## src/rtl/axiline_input_loader.sv

```systemverilog
// Ping-pong input loader for the Axiline datapath: assembles (x, w) element
// pairs plus a per-sample bias into full vectors and presents each finished
// sample over a valid/ready handshake while the next one fills the other bank.
//
// Ports:
//   clk, rst              clock and synchronous active-high reset
//   in_valid/in_ready     element stream handshake (in_ready depends only on state)
//   in_x, in_w            element pair
//   in_bias               sample bias, taken with the first element
//   in_last               final element of a sample
//   out_valid/out_ready   sample handshake
//   data_out_x/_w         assembled vectors, element i at [bitwidth*i +: bitwidth]
//   bias_out              bias of the presented sample
//   err_len               sticky: a sample hit `size` elements without in_last
module axiline_input_loader #(
  parameter int unsigned bitwidth = 8,
  parameter int unsigned size     = 18,
  parameter int unsigned cntWidth = 5
) (
  input  logic                     clk,
  input  logic                     rst,
  input  logic                     in_valid,
  output logic                     in_ready,
  input  logic [bitwidth-1:0]      in_x,
  input  logic [bitwidth-1:0]      in_w,
  input  logic [bitwidth-1:0]      in_bias,
  input  logic                     in_last,
  output logic                     out_valid,
  input  logic                     out_ready,
  output logic [bitwidth*size-1:0] data_out_x,
  output logic [bitwidth*size-1:0] data_out_w,
  output logic [bitwidth-1:0]      bias_out,
  output logic                     err_len
);

  localparam int unsigned NBANK = 2;

  typedef enum logic [1:0] {EMPTY, FILLING, FULL} bank_state_t;

  bank_state_t               bank_state     [NBANK];
  bank_state_t               bank_state_nxt [NBANK];
  logic                      fill_sel, fill_sel_nxt;
  logic                      pres_sel, pres_sel_nxt;
  logic [cntWidth-1:0]       cnt, cnt_nxt;
  logic                      err_len_nxt;

  logic [bitwidth-1:0]       x_mem    [NBANK][size];
  logic [bitwidth-1:0]       w_mem    [NBANK][size];
  logic [bitwidth-1:0]       bias_mem [NBANK];

  logic                      accept;
  logic                      close;
  logic                      consume;

  // Handshake decodes
  assign in_ready  = (bank_state[fill_sel] != FULL);
  assign out_valid = (bank_state[pres_sel] == FULL);
  assign accept    = in_valid & in_ready;
  assign close     = accept & (in_last | (cnt == cntWidth'(size - 1)));
  assign consume   = out_valid & out_ready;

  // Next-state: fill side and drain side always touch different banks
  always_comb begin
    for (int b = 0; b < NBANK; b++) bank_state_nxt[b] = bank_state[b];
    fill_sel_nxt = fill_sel;
    pres_sel_nxt = pres_sel;
    cnt_nxt      = cnt;
    err_len_nxt  = err_len;

    for (int b = 0; b < NBANK; b++) begin
      if (fill_sel == 1'(b)) begin
        if (close)                          bank_state_nxt[b] = FULL;
        else if (accept && cnt == '0)       bank_state_nxt[b] = FILLING;
      end
      if (consume && pres_sel == 1'(b))     bank_state_nxt[b] = EMPTY;
    end

    if (close) begin
      fill_sel_nxt = ~fill_sel;
      cnt_nxt      = '0;
      if (!in_last) err_len_nxt = 1'b1;
    end else if (accept) begin
      cnt_nxt = cnt + cntWidth'(1);
    end

    if (consume) pres_sel_nxt = ~pres_sel;
  end

  // Control state register
  always_ff @(posedge clk) begin
    if (rst) begin
      for (int b = 0; b < NBANK; b++) bank_state[b] <= EMPTY;
      fill_sel <= 1'b0;
      pres_sel <= 1'b0;
      cnt      <= '0;
      err_len  <= 1'b0;
    end else begin
      for (int b = 0; b < NBANK; b++) bank_state[b] <= bank_state_nxt[b];
      fill_sel <= fill_sel_nxt;
      pres_sel <= pres_sel_nxt;
      cnt      <= cnt_nxt;
      err_len  <= err_len_nxt;
    end
  end

  // Bank storage; a short sample zeroes the tail so stale data never leaks out
  always_ff @(posedge clk) begin
    if (rst) begin
      for (int b = 0; b < NBANK; b++) begin
        bias_mem[b] <= '0;
        for (int i = 0; i < size; i++) begin
          x_mem[b][i] <= '0;
          w_mem[b][i] <= '0;
        end
      end
    end else if (accept) begin
      if (cnt == '0) bias_mem[fill_sel] <= in_bias;
      for (int i = 0; i < size; i++) begin
        if (cnt == cntWidth'(i)) begin
          x_mem[fill_sel][i] <= in_x;
          w_mem[fill_sel][i] <= in_w;
        end else if (in_last && cntWidth'(i) > cnt) begin
          x_mem[fill_sel][i] <= '0;
          w_mem[fill_sel][i] <= '0;
        end
      end
    end
  end

  // Present the selected bank, zero when nothing is full
  always_comb begin
    data_out_x = '0;
    data_out_w = '0;
    bias_out   = '0;
    if (out_valid) begin
      bias_out = bias_mem[pres_sel];
      for (int i = 0; i < size; i++) begin
        data_out_x[bitwidth*i +: bitwidth] = x_mem[pres_sel][i];
        data_out_w[bitwidth*i +: bitwidth] = w_mem[pres_sel][i];
      end
    end
  end

endmodule

```

## config.mk

```make
export PLATFORM = sky130hd
export DESIGN_NAME = axiline_input_loader
export DESIGN_NICKNAME = d
export VERILOG_FILES = /design/src/rtl/axiline_input_loader.sv
export SDC_FILE = /design/constraint.sdc
export NUM_CORES = 1
export LEC_CHECK = 0
export CAP_MARGIN = 30
export CORE_MARGIN = 10
export CORE_UTILIZATION = 30
export DETAILED_ROUTE_END_ITERATION = 10
export GPL_ROUTABILITY_DRIVEN = 0
export GPL_TIMING_DRIVEN = 0
export SYNTH_ARGS = -nofsm -noshare
export SYNTH_HDL_FRONTEND = slang
export SYNTH_SLANG_ARGS = --single-unit
```

## constraint.sdc

```tcl
create_clock -name clk -period 4.4 [get_ports clk]
set_clock_uncertainty 0.1 [all_clocks]
set_input_delay 0.88 -clock clk [delete_from_list [all_inputs] [get_ports clk]]
set_output_delay 0.88 -clock clk [all_outputs]
set_load 0.05 [all_outputs]
```

==> impl_metrics.tcl <==
set metrics [dict create \
    route.detailed.drc 0 \
    endpoint_kind "output port" \
    hold_viol 0 \
    clk_latency_ns 0.61 \
    area_growth_pct 29.9 \
    grt_pass1_vias 20300 \
    powerDensity_nw_per_um2 456 \
    num_rows 110 \
    report.final.setup_viol 0 \
    clockRootBuffer "clkbuf_16" \
    dr.pass1.iters 5 \
    p_leak_nw 13.7 \
    critPathMaxFanout 10 \
    critPathArrivalTime_ns 3.39 \
    status "finished clean" \
    hold_start "err_len" \
    netlist.top_cell.by_area "edfxtp_1" \
    drt-total-wl_mm 113 \
    synth.cell_area_um2 27200 \
    clkTransAtPathRegs_ns 0.06 \
    overflow 0 \
    syn_avg_cell_area_um2 12.0 \
    place_hpwl_mm 85.2 \
    path_class "flip-flop to output port" \
    dieArea_um2 103000 \
    detail_route.wl_per_cell_um 28.7 \
    maxCapViolCount 0 \
    synthDistinctLibCells 53 \
    core_area_um2 90000 \
    r2r_setup_slack_ns 0.34 \
    synth-async-reset-ratio 0 \
    cp.required_ns 3.42 \
    ioPinCount 328 \
    grt_max_degree 17 \
    clock_path_buffers 3 \
    vias_per_cell 5.32 \
    max_freq_mhz 229 \
    syn_nets 2297 \
    fin_crit_sh 0.994 \
    final_design_area_no_fill_um2 35300 \
    worstReg2RegStart "cnt[0]" \
    cts.sinks 606 \
    hold_path_end "err_len" \
    dpl_cell_area_um2 33100 \
    synth-seq-area-share 0.666 \
    min_period_ns 4.37 \
    rsz0062_at_grt "true" \
    grt_use_total 0.212 \
    reg2reg_depth 11 \
    antenna_found_initial 9 \
    synth_edf_count 596 \
    maxSlewHeadroom 0.259 \
    maxSlewViolCount 0 \
    drt_iter0_drc 2741 \
    ys_top_cells_by_area "edfxtp_1 66%, mux2i_1 11%, nor2_1 8.4%" \
    synth_seq_cells 606 \
    die_y_um 321 \
    synth_top_area_share 0.658 \
    holdPathStages 2 \
    ys.flop_type "edfxtp_1" \
    port_buffers 326 \
    vias 21000 \
    initial_utilization 0.302 \
    layout-drive-gt1-share 0.107 \
    timing.rr.end "x_mem[1][133]" \
    numCtsBuffers 66 \
    ant_nets 0 \
    finalSetupTns_ns 0 \
    cts_tree "yes" \
    final_util 0.392 \
    hold_class "flip-flop to flip-flop" \
    die_w_um 321 \
    peakVddDrop_v 0.000254 \
    yosysWarnings 0 \
    tightest_slew_ns 1.11 \
    fin_nets 2762 \
    grt_pass1_wl_mm 155 \
    synth_cells 2263 \
    cp-start-kind "flip-flop" \
    post-cts-setup-buffers 0 \
    ctsHtreeMaxLevel 3 \
]
synthesized netlist by cell type (3+ instances only):
cell / number
a21o_1: 8
a21oi_1: 15
a31oi_1: 6
and2_1: 5
and3_1: 40
buf_1: 8
buf_2: 47
buf_4: 3
buf_6: 9
clkbuf_1: 155
dfxtp_1: 10
edfxtp_1: 596
ha_1: 5
inv_1: 7
mux2i_1: 296
nand2_1: 57
nand3_1: 13
nand3b_1: 3
nand4_1: 3
nor2_1: 605
nor2b_1: 4
nor3_1: 286
nor4_1: 3
o21a_1: 3
o21ai_0: 29
o31ai_1: 8
o41ai_1: 4
or3_1: 3
xnor2_1: 3
logic make-up (layout without fill, tap and decap cells):
logic type / count (synthesis) / count (layout) / synth area share
AOI/OAI and AO/OA: 88 / 88 / 0.0204
xor gates and xnor gates: 5 / 5 / 0.00161
adders and majority gates: 5 / 5 / 0.00230
buffers and inverters: 231 / 745 / 0.0370
DFF: 606 / 606 / 0.666
muxes: 296 / 296 / 0.109
other: 0 / 1 / 0
and+or+nand+nor: 1032 / 1032 / 0.164
routing by layer:
metal,GRT usage,wire [um],up-vias
li1,-,-,9018
met1,0.266,43400,10400
met2,0.332,51400,1379
met3,0.0632,12900,258
met4,0.0965,5550,10
met5,0,54,-
what timing repair did:
item                                   CTS  global route
hold buffers                             0             0
cloned                                   0             0
resized for setup                      125            82
endpoints found under the hold margin    0             0
setup endpoints to repair              264           147
stage by stage:
step,hold slack [ns],std cells,total power [mW],setup slack [ns]
after global routing,0.412,3953,16.5,-0.0805
after global placement,0.356,3765,10.5,-2.00
after detailed placement,0.361,3832,10.7,-0.324
final,0.389,3954,16.1,0.0269
after floorplan,0.412,2263,9.02,0.642
after CTS,0.382,3949,16.1,0.000156
power by group:
| part | switching [mW] | internal [mW] |
|---|---|---|
| logic | 2.66 | 0.981 |
| registers | 0.108 | 6.78 |
| clock network | 2.37 | 3.21 |
| total | 5.14 | 11.0 |
placed cells by master, fill, tap and decap left out, types with 5 or more instances in the layout:
master	netlist	routed
dlymetal6s2s_1	0	53
buf_2	47	51
inv_6	0	6
o21ai_0	29	12
clkbuf_16	0	66
dlygate4sd2_1	0	96
a21o_1	8	8
buf_6	9	14
buf_4	3	13
clkbuf_2	1	40
clkdlybuf4s50_1	0	174
clkbuf_1	155	137
and3_1	40	40
buf_1	8	5
clkinv_2	0	5
edfxtp_1	596	596
buf_8	0	47
mux2i_1	296	296
dfxtp_1	10	10
a31oi_1	6	6
bufinv_16	0	7
and2_1	5	5
o31ai_4	0	7
nor3_1	286	286
inv_1	7	7
nor2_1	605	601
clkinv_1	1	8
nand2_1	57	57
o21ai_1	2	5
buf_16	0	6
nand3_1	13	13
a21oi_1	15	14
o21ai_2	0	14
ha_1	5	5
area by class of cell:
class                           instances  area (um^2)
Fill cell                            8728        54700
Sequential cell                       606        18100
Multi-Input combinational cell       1426         8280
Timing Repair Buffer                  397         4280
Clock buffer                           83         1720
Tap cell                             1176         1470
Buffer                                223         1020
Clock inverter                         34          407
Inverter                                8         30.0
Antenna cell                            1         2.50
sequential cells by signal (all words and copies together) (netlist names), named ones only:
name and flops:
bias_mem 16, cnt 5, fill_sel 1, w_mem 288, pres_sel 1, x_mem 288
err_len 1, bank_state 4
critical path, stage by stage (launching register included):
cell	delay (ns)
dfxtp_1	0.31
buf_2	0.26
nor3b_1	0.11
a21oi_2	0.30
clkbuf_1	0.72
nor2_1	0.28
clkdlybuf4s50_1	0.78
worst max-delay path by stage:
stage / startpoint / end / slack [ns]
detailed placement: flip-flop / data_out_x[105] / -0.32
global route: flip-flop / data_out_w[89] / -0.08
floorplan: rst / w_mem[1][88] / 0.64
global placement: rst / w_mem[0][40] / -2.00
finish: flip-flop / data_out_x[114] / 0.03
CTS: flip-flop / data_out_w[41] / 0.0002
(Power assumes the default switching activity.)
